[src/rtl/counter_pkg.sv]
// Shared counter definitions: direction encodings and a constant-width helper
// for sizing prescaler registers.
package counter_pkg;

  localparam logic CNT_DIR_UP   = 1'b1;
  localparam logic CNT_DIR_DOWN = 1'b0;

  // Bits needed to hold 0..v-1, never less than one.
  function automatic int unsigned clog2(input int unsigned v);
    int unsigned r;
    r = 1;
    for (int i = 1; i < 32; i++) begin
      if ((32'd1 << i) < v) r = 32'(i + 1);
    end
    return r;
  endfunction

endpackage

[src/rtl/counter_prescaler.sv]
// Enable prescaler: emits a tick on every PRESCALE-th enabled cycle.
// With PRESCALE = 1 the tick is the enable itself and no register exists.
module counter_prescaler
  import counter_pkg::*;
#(
  parameter int unsigned PRESCALE = 1
) (
  input  logic clk,
  input  logic reset,
  input  logic clear_i,
  input  logic enable_i,
  output logic tick_o
);

  if (PRESCALE <= 1) begin : g_bypass
    logic unused_c;
    assign unused_c = clk ^ reset ^ clear_i;
    assign tick_o   = enable_i;
  end else begin : g_div
    localparam int unsigned PW = clog2(PRESCALE);
    localparam logic [PW-1:0] LAST = PW'(PRESCALE - 1);

    logic [PW-1:0] pre_q, pre_d;

    assign tick_o = enable_i && (pre_q == LAST);

    always_comb begin
      pre_d = pre_q;
      if (clear_i) begin
        pre_d = '0;
      end else if (enable_i) begin
        pre_d = (pre_q == LAST) ? '0 : pre_q + PW'(1);
      end
    end

    always_ff @(posedge clk or negedge reset) begin
      if (!reset) pre_q <= '0;
      else        pre_q <= pre_d;
    end
  end

endmodule

[src/rtl/modn_updown_counter.sv]
// Modulo-N up/down counter with load, clear, wrap/saturate boundary mode,
// enable prescaler and terminal-count / sticky overflow status.
module modn_updown_counter
  import counter_pkg::*;
#(
  parameter int unsigned WIDTH    = 8,
  parameter int unsigned MOD_MAX  = 32'((64'd1 << WIDTH) - 64'd1),
  parameter bit          SATURATE = 1'b0,
  parameter int unsigned PRESCALE = 1
) (
  input  logic             clk,
  input  logic             reset,
  input  logic             clear,
  input  logic             load,
  input  logic [WIDTH-1:0] data_in,
  input  logic             enable,
  input  logic             up,
  output logic [WIDTH-1:0] count,
  output logic             tc,
  output logic             at_max,
  output logic             at_zero,
  output logic             ovf_sticky
);

  if (WIDTH < 2) begin : g_bad_width
    $error("modn_updown_counter: WIDTH must be >= 2");
  end
  if (MOD_MAX < 1 || 64'(MOD_MAX) > ((64'd1 << WIDTH) - 64'd1)) begin : g_bad_mod
    $error("modn_updown_counter: MOD_MAX must lie in 1..2**WIDTH-1");
  end
  if (PRESCALE < 1) begin : g_bad_pre
    $error("modn_updown_counter: PRESCALE must be >= 1");
  end

  localparam logic [WIDTH-1:0] MAX_V = WIDTH'(MOD_MAX);

  logic [WIDTH-1:0] count_q, count_d;
  logic             tc_q, tc_d;
  logic             ovf_q, ovf_d;
  logic             tick;

  // Clear and load both restart the prescaler.
  counter_prescaler #(
    .PRESCALE (PRESCALE)
  ) u_prescaler (
    .clk      (clk),
    .reset    (reset),
    .clear_i  (clear | load),
    .enable_i (enable),
    .tick_o   (tick)
  );

  always_comb begin
    count_d = count_q;
    tc_d    = 1'b0;
    ovf_d   = ovf_q;
    if (clear) begin
      count_d = '0;
      ovf_d   = 1'b0;
    end else if (load) begin
      count_d = (data_in > MAX_V) ? MAX_V : data_in;
      ovf_d   = 1'b0;
    end else if (tick) begin
      if (up == CNT_DIR_UP) begin
        if (count_q == MAX_V) begin
          count_d = SATURATE ? MAX_V : '0;
          tc_d    = 1'b1;
          ovf_d   = 1'b1;
        end else begin
          count_d = count_q + WIDTH'(1);
        end
      end else begin
        if (count_q == '0) begin
          count_d = SATURATE ? '0 : MAX_V;
          tc_d    = 1'b1;
          ovf_d   = 1'b1;
        end else begin
          count_d = count_q - WIDTH'(1);
        end
      end
    end
  end

  always_ff @(posedge clk or negedge reset) begin
    if (!reset) begin
      count_q <= '0;
      tc_q    <= 1'b0;
      ovf_q   <= 1'b0;
    end else begin
      count_q <= count_d;
      tc_q    <= tc_d;
      ovf_q   <= ovf_d;
    end
  end

  assign count      = count_q;
  assign tc         = tc_q;
  assign ovf_sticky = ovf_q;
  assign at_max     = (count_q == MAX_V);
  assign at_zero    = (count_q == '0);

endmodule

[config.mk]
export PLATFORM = sky130hd
export DESIGN_NAME = modn_updown_counter
export DESIGN_NICKNAME = d
export VERILOG_FILES = /design/src/rtl/counter_pkg.sv /design/src/rtl/counter_prescaler.sv /design/src/rtl/modn_updown_counter.sv
export SDC_FILE = /design/constraint.sdc
export NUM_CORES = 1
export LEC_CHECK = 0
export ABC_AREA = 1
export CAP_MARGIN = 15
export CELL_PAD_IN_SITES_DETAIL_PLACEMENT = 1
export CELL_PAD_IN_SITES_GLOBAL_PLACEMENT = 1
export CORE_MARGIN = 1.5
export CORE_UTILIZATION = 32
export CTS_CLUSTER_SIZE = 40
export DETAILED_ROUTE_END_ITERATION = 10
export PLACE_DENSITY_LB_ADDON = 0.15
export SETUP_SLACK_MARGIN = 0.1
export SLEW_MARGIN = 20
export SYNTH_ARGS = -nofsm -noshare
export SYNTH_HDL_FRONTEND = slang
export SYNTH_HIERARCHICAL = 1
export SYNTH_SLANG_ARGS = --single-unit
[constraint.sdc]
create_clock -name clk -period 2 [get_ports clk]
set_clock_uncertainty 0.15 [all_clocks]
set_input_delay 0.2 -clock clk [delete_from_list [all_inputs] [get_ports clk]]
set_output_delay 0.2 -clock clk [all_outputs]
set_load 0.005 [all_outputs]
==> impl_metrics.toml, run 1 <==
[clocking]
clock_latency_ns = 0.28
cts_buffer_depth = 2
htree_levels = 1
cts_buffers = 3
cts_tree = "yes"
numClockSinks = 10
cts_root_buf = "clkbuf_4"
cts.clk_slew.worst_paths_ns = 0.09

[layout]
syn_to_final_growth_pct = 40.1
fin_util_pct = 48.2
final_cell_mix = "60 x nand2_1, 30 x nor2_1, 23 x clkdlybuf4s50_1, 17 x inv_1, 14 x nand3_1"
drive_above_1_share_pct = 15.3
nFillCells = 401
stdcell_count = 234
final_nets = 221
insertedDiodeCount = 0
final_common_cell = "nand2_1"
design_area_um2 = 1360

[critical_path]
r2r_cells = 10
worstSetupPathDepth = 5
cp.arrival_ns = 1.48
required_ns = 1.65
critPathCaptureType = "output pin"
crit_slowest_cell = "dfrtp_1"
cp_slowest_stage_delay_ns = 0.41
path_cells = "buf_4 -> ha_2 -> nand3_1 -> inv_1 -> dlygate4sd2_1"
start_kind = "register"
worst-path-max-fanout = 3
critPathBufInv = 3
critPathTopFamily = "buffers and inverters"
critPathKind = "reg -> out"

[pwr]
p_int_uw = 479
netSwitchingFraction_pct = 38.2
p_clk_share_pct = 26.4
irDropWorstVdd_v = 0.000238
power_switching_uw = 296
p_seq_share_pct = 32.2
leakage_uw = 0.000711
power.total_uw = 775
powerDensity_nw_per_um2 = 568
combinationalPowerShare_pct = 41.5

[placement]
dp_slack_ns = 0.146
io_buffers = 25
dp.cells = 225
place_hpwl_um = 2620
placed_area_um2 = 1270
gp_congestion = 0.827

[yosys]
yosys_warnings = 6
synthDistinctLibCells = 22
ys_seq_area_share_pct = 25.7
async_flop_share_pct = 100
synth.avg_cell_area_um2 = 5.83
synth_seq_cells = 10
synthFlopType = "dfrtp_1"
synthCells = 167
synth_edf_count = 0
synth_nets = 184
syn_area_um2 = 973

[sta]
hold_viol = 0
grt_setup_unrepaired = "yes"
layout_setup_ws_ns = 0.167
setup_viol = 0
post-route-period-util_pct = 91.7
tightest_slew_ns = 0.564
drv_slew = 0
fmax_mhz = 545
relSlewSlack_pct = 62.3
fin_crit_ns = 1.83

[grt]
grt.overflow.total = 0
grt_max_degree = 11
antenna_found_initial = 0
grt_pass1_wl_um = 5510
grt.total_usage_pct = 22.3
grt_pass1_vias = 1154

[routing]
routed_wl_um = 3510
ant_nets = 0
post_drt_wl_per_cell_um = 15.0
vias_per_cell = 4.96
num_vias = 1160
drt-initial-drc-count = 46
firstDrtPassIters = 6
drcViolationCount = 0

[hold_path]
hold_class = "in -> async"

[floorplanning]
die_y_um = 58.2
rows = 19
core-area_um2 = 2830
io_pins = 26
die_w_um = 58.2
initial_core_util_pct = 34.4
dieArea_um2 = 3380

[flow_run]
max_cap_violations = 0

[status]
status = "complete, no violations"
## sequential cells by signal (all words and copies together) (netlist names)
signal and cells:
count 8, ovf_sticky 1, tc 1
## through the flow
stage               hold slack [ns]  setup TNS [ns]
floorplan                    -0.246               0
global placement              0.320               0
detailed placement            0.366               0
CTS                           0.153         -0.0111
global route                  0.146               0
finish                        0.125               0
## power groups by stage
stage	clock network [uW]	logic, uW	registers [uW]
5_1_grt	221	358	253
4_1_cts	212	316	247
3_3_place_gp	0	286	250
3_5_place_dp	0	297	252
2_1_floorplan	0	180	243
6_report	204	321	249
## synthesized netlist by cell type, types with 2 or more instances
master | number | area [um^2]
buf_6 | 3 | 33.8
o21ai_0 | 9 | 45.0
dfrtp_1 | 10 | 250
o21ai_1 | 4 | 20.0
nand3_1 | 14 | 70.1
nor2_1 | 31 | 116
nor2_4 | 2 | 22.5
nand2_1 | 60 | 225
ha_1 | 3 | 37.5
inv_1 | 19 | 71.3
## area by class of cell
| class | instances | area [um^2] | share of cell area (%) |
|---|---|---|---|
| Clock buffer | 4 | 36.3 | 2.66 |
| Inverter | 19 | 71.3 | 5.23 |
| Multi-Input combinational cell | 132 | 614 | 45.0 |
| Sequential cell | 10 | 254 | 18.6 |
| Tap cell | 31 | 38.8 | 2.84 |
| Timing Repair Buffer | 38 | 349 | 25.6 |
## worst register-to-register path: stages (launching register included)
cell	delay, ns
dfrtp_1	0.41
buf_4	0.15
ha_2	0.19
nand2_1	0.12
inv_1	0.08
nor2_1	0.08
o21ai_0	0.11
nand3_1	0.15
nand2_1	0.06
nand2_1	0.09
nand2_1	0.05
## kinds of logic after synthesis
logic type | count (synthesis) | synth area share [%]
AND/OR/NAND/NOR | 111 | 47.6
buffers and inverters | 25 | 12.5
AO/OA/AOI/OAI | 17 | 9.51
flip-flops | 10 | 25.7
adder cells (fa/ha/maj) | 3 | 3.86
XOR/XNOR | 1 | 0.900
## worst paths after layout
path	startpoint	end	slack (ns)
max in group asynchronous	reset	count[4]$_DFFE_PN0P_	1.18
worst min-delay path	reset	count[5]$_DFFE_PN0P_	0.13
min in group clk	ovf_sticky$_DFFE_PN0P_	ovf_sticky$_DFFE_PN0P_	0.38
worst max-delay path	count[0]$_DFFE_PN0P_	at_max	0.17
worst max register to register	count[0]$_DFFE_PN0P_	count[4]$_DFFE_PN0P_	0.25
worst min register to register	ovf_sticky$_DFFE_PN0P_	ovf_sticky$_DFFE_PN0P_	0.38
## routing by layer
layer | vias to the layer above | GRT usage [%] | wire [um]
met5 | - | 0 | 0
met4 | 0 | 8.31 | 44
met3 | 4 | 2.90 | 84
met2 | 20 | 39.1 | 1860
met1 | 550 | 27.8 | 1520
li1 | 586 | - | -
## what timing repair did
item,in CTS,in global routing
pin swaps,1,0
hold buffers,0,0
setup endpoints to repair,2,2
resized for setup,6,5
buffers inserted,4,1
(Power assumes the default switching activity.)
==> inputs of run 2 (changes only) <==
--- a/config.mk
+++ b/config.mk
@@ -10,11 +10,11 @@
 export CELL_PAD_IN_SITES_DETAIL_PLACEMENT = 1
 export CELL_PAD_IN_SITES_GLOBAL_PLACEMENT = 1
 export CORE_MARGIN = 1.5
-export CORE_UTILIZATION = 32
+export CORE_UTILIZATION = 34
 export CTS_CLUSTER_SIZE = 40
 export DETAILED_ROUTE_END_ITERATION = 10
 export PLACE_DENSITY_LB_ADDON = 0.15
-export SETUP_SLACK_MARGIN = 0.1
+export SETUP_SLACK_MARGIN = 0.2
 export SLEW_MARGIN = 20
 export SYNTH_ARGS = -nofsm -noshare
 export SYNTH_HDL_FRONTEND = slang
==> constraint.sdc (replaced) <==
create_clock -name clk -period 2.2 [get_ports clk]
set_clock_uncertainty 0.15 [all_clocks]
set_input_delay 0.22 -clock clk [delete_from_list [all_inputs] [get_ports clk]]
set_output_delay 0.22 -clock clk [all_outputs]
set_load 0.005 [all_outputs]
==> run 2 against run 1 <==
Against the previous run: sequential share of layout area grew 0.12 points; sequential cell count unchanged; hold slack improved by 0.0061 ns; worst setup slack better by 0.10 ns; power is 9.5% lower; wire length rose by 0.34%; non-clock buffer count unchanged.
==> impl_metrics.toml, run 2 (synthesized netlist as in run 1, its figures left out) <==
[status]
status = "complete, no violations"

[sta]
fin_crit_ns = 1.93
post-route-period-util_pct = 87.8
tightest_slew_ns = 0.536
hold_viol = 0
hold_ws_ns = 0.131
setup_viol = 0
drv_slew = 0
grt_setup_unrepaired = "no"
tns_ns = 0
fmax_mhz = 518
relSlewSlack_pct = 64.1

[critical_path]
path_cells = "buf_4 -> inv_1 -> ha_1 -> nand3_2 -> nor2_4 -> dlygate4sd2_1"
critPathKind = "reg -> out"
critPathCaptureType = "output pin"
crit_slowest_cell = "dfrtp_1"
required_ns = 1.83
cp.arrival_ns = 1.56
cp_slowest_stage_delay_ns = 0.39
r2r_cells = 12
start_kind = "register"
worst-path-max-fanout = 3

[clocking]
cts_buffer_depth = 2
htree_levels = 1
cts.clk_slew.worst_paths_ns = 0.08
cts_root_buf = "clkbuf_4"
cts_tree = "yes"
clock_latency_ns = 0.28
cts_buffers = 3
numClockSinks = 10
ctsHoldBuffers = 0

[routing]
vias_per_cell = 5.08
firstDrtPassIters = 4
ant_nets = 0
post_drt_wl_per_cell_um = 15.0
wl_met1_um = 1650
routed_wl_um = 3520
highest_layer = "met4"
routed-wl-met2_um = 1720
num_vias = 1188
drcViolationCount = 0
wl_met3_um = 79
drt-initial-drc-count = 37

[floorplanning]
initial_core_util_pct = 35.6
dieArea_um2 = 3190
die_w_um = 56.5
die_y_um = 56.5
io_pins = 26
rows = 19
core-area_um2 = 2730

[layout]
largest_reg_flops = 8
drive_above_1_share_pct = 16.3
final_cell_mix = "60 x nand2_1, 30 x nor2_1, 23 x clkdlybuf4s50_1, 18 x inv_1"
insertedDiodeCount = 0
final_nets = 221
final_common_cell = "nand2_1"
stdcell_count = 234
syn_to_final_growth_pct = 41.3
fin_util_pct = 50.3

[grt]
grt_pass1_wl_um = 6020
grt.overflow.total = 0
grt_max_degree = 13
grt_pass1_vias = 1313
antenna_found_initial = 0
grt.total_usage_pct = 24.4

[placement]
io_buffers = 25
gp_congestion = 0.859
dp.cells = 220
place_hpwl_um = 2530

[pwr]
powerDensity_nw_per_um2 = 510
leakage_uw = 0.000711
irDropWorstVdd_v = 0.000397
power.total_uw = 701

[hold_path]
hold_class = "in -> async"

[flow_run]
max_cap_violations = 0
-- run 2: cell counts in the layout (fill, tap and decap cells not counted) --
Identical to the previous run, type by type.
-- run 2: final timing paths --
| kind | end | startpoint | slack [ns] |
|---|---|---|---|
| min | count[5]$_DFFE_PN0P_ | reset | 0.13 |
| max | at_zero | count[1]$_DFFE_PN0P_ | 0.27 |
| min reg2reg | ovf_sticky$_DFFE_PN0P_ | ovf_sticky$_DFFE_PN0P_ | 0.35 |
| min in group clk | ovf_sticky$_DFFE_PN0P_ | ovf_sticky$_DFFE_PN0P_ | 0.35 |
| max reg2reg | count[6]$_DFFE_PN0P_ | count[1]$_DFFE_PN0P_ | 0.38 |
| max in group asynchronous | count[4]$_DFFE_PN0P_ | reset | 1.38 |
-- run 2: power by group --
| part | switching, uW | total (uW) | internal [uW] |
|---|---|---|---|
| clock | 81.0 | 182 | 101 |
| combinational | 164 | 298 | 134 |
| sequential | 19.7 | 221 | 201 |
| total | 265 | 701 | 436 |
-- run 2: routing by layer --
metal | vias to the layer above | global-route usage [%]
met3 | 8 | 3.69
li1 | 588 | -
met2 | 21 | 41.9
met5 | - | 0
met4 | 0 | 11.6
met1 | 571 | 29.7
-- run 2: cell type report --
class / instances / area [um^2]
Clock buffer: 4 / 36.3
Fill cell: 373 / 1360
Inverter: 19 / 71.3
Multi-Input combinational cell: 132 / 622
Sequential cell: 10 / 258
Tap cell: 31 / 38.8
Timing Repair Buffer: 38 / 349
-- run 2: what timing repair did --
action | 4_1_cts | 5_1_grt
pin swaps | 1 | 0
gates cloned | 0 | 0
resized for setup | 11 | 2
setup endpoints to repair | 2 | 1
setup buffers | 7 | 3
-- run 2: worst max-delay path: cells and delay by family (launching register included) --
kind          cells  cell delay, ns
fa+ha+maj         1            0.17
simple gates      2            0.23
flops             1            0.39
buf+inv           3            0.49
-- run 2: metrics by stage --
stage                     setup slack [ns]  area [um^2]
after floorplan                      0.689          973
after global placement               0.323         1230
after detailed placement             0.243         1230
after CTS                            0.206         1350
after global routing                 0.204         1380
final                                0.269         1380
==> inputs of run 3 (changes only) <==
--- a/config.mk
+++ b/config.mk
@@ -11,10 +11,10 @@
 export CELL_PAD_IN_SITES_GLOBAL_PLACEMENT = 1
 export CORE_MARGIN = 1.5
 export CORE_UTILIZATION = 34
-export CTS_CLUSTER_SIZE = 40
 export DETAILED_ROUTE_END_ITERATION = 10
 export PLACE_DENSITY_LB_ADDON = 0.15
 export SETUP_SLACK_MARGIN = 0.2
+export SKIP_LAST_GASP = 1
 export SLEW_MARGIN = 20
 export SYNTH_ARGS = -nofsm -noshare
 export SYNTH_HDL_FRONTEND = slang
==> results of run 3 <==
Final layout, timing and power as in run 2 (identical DEF).
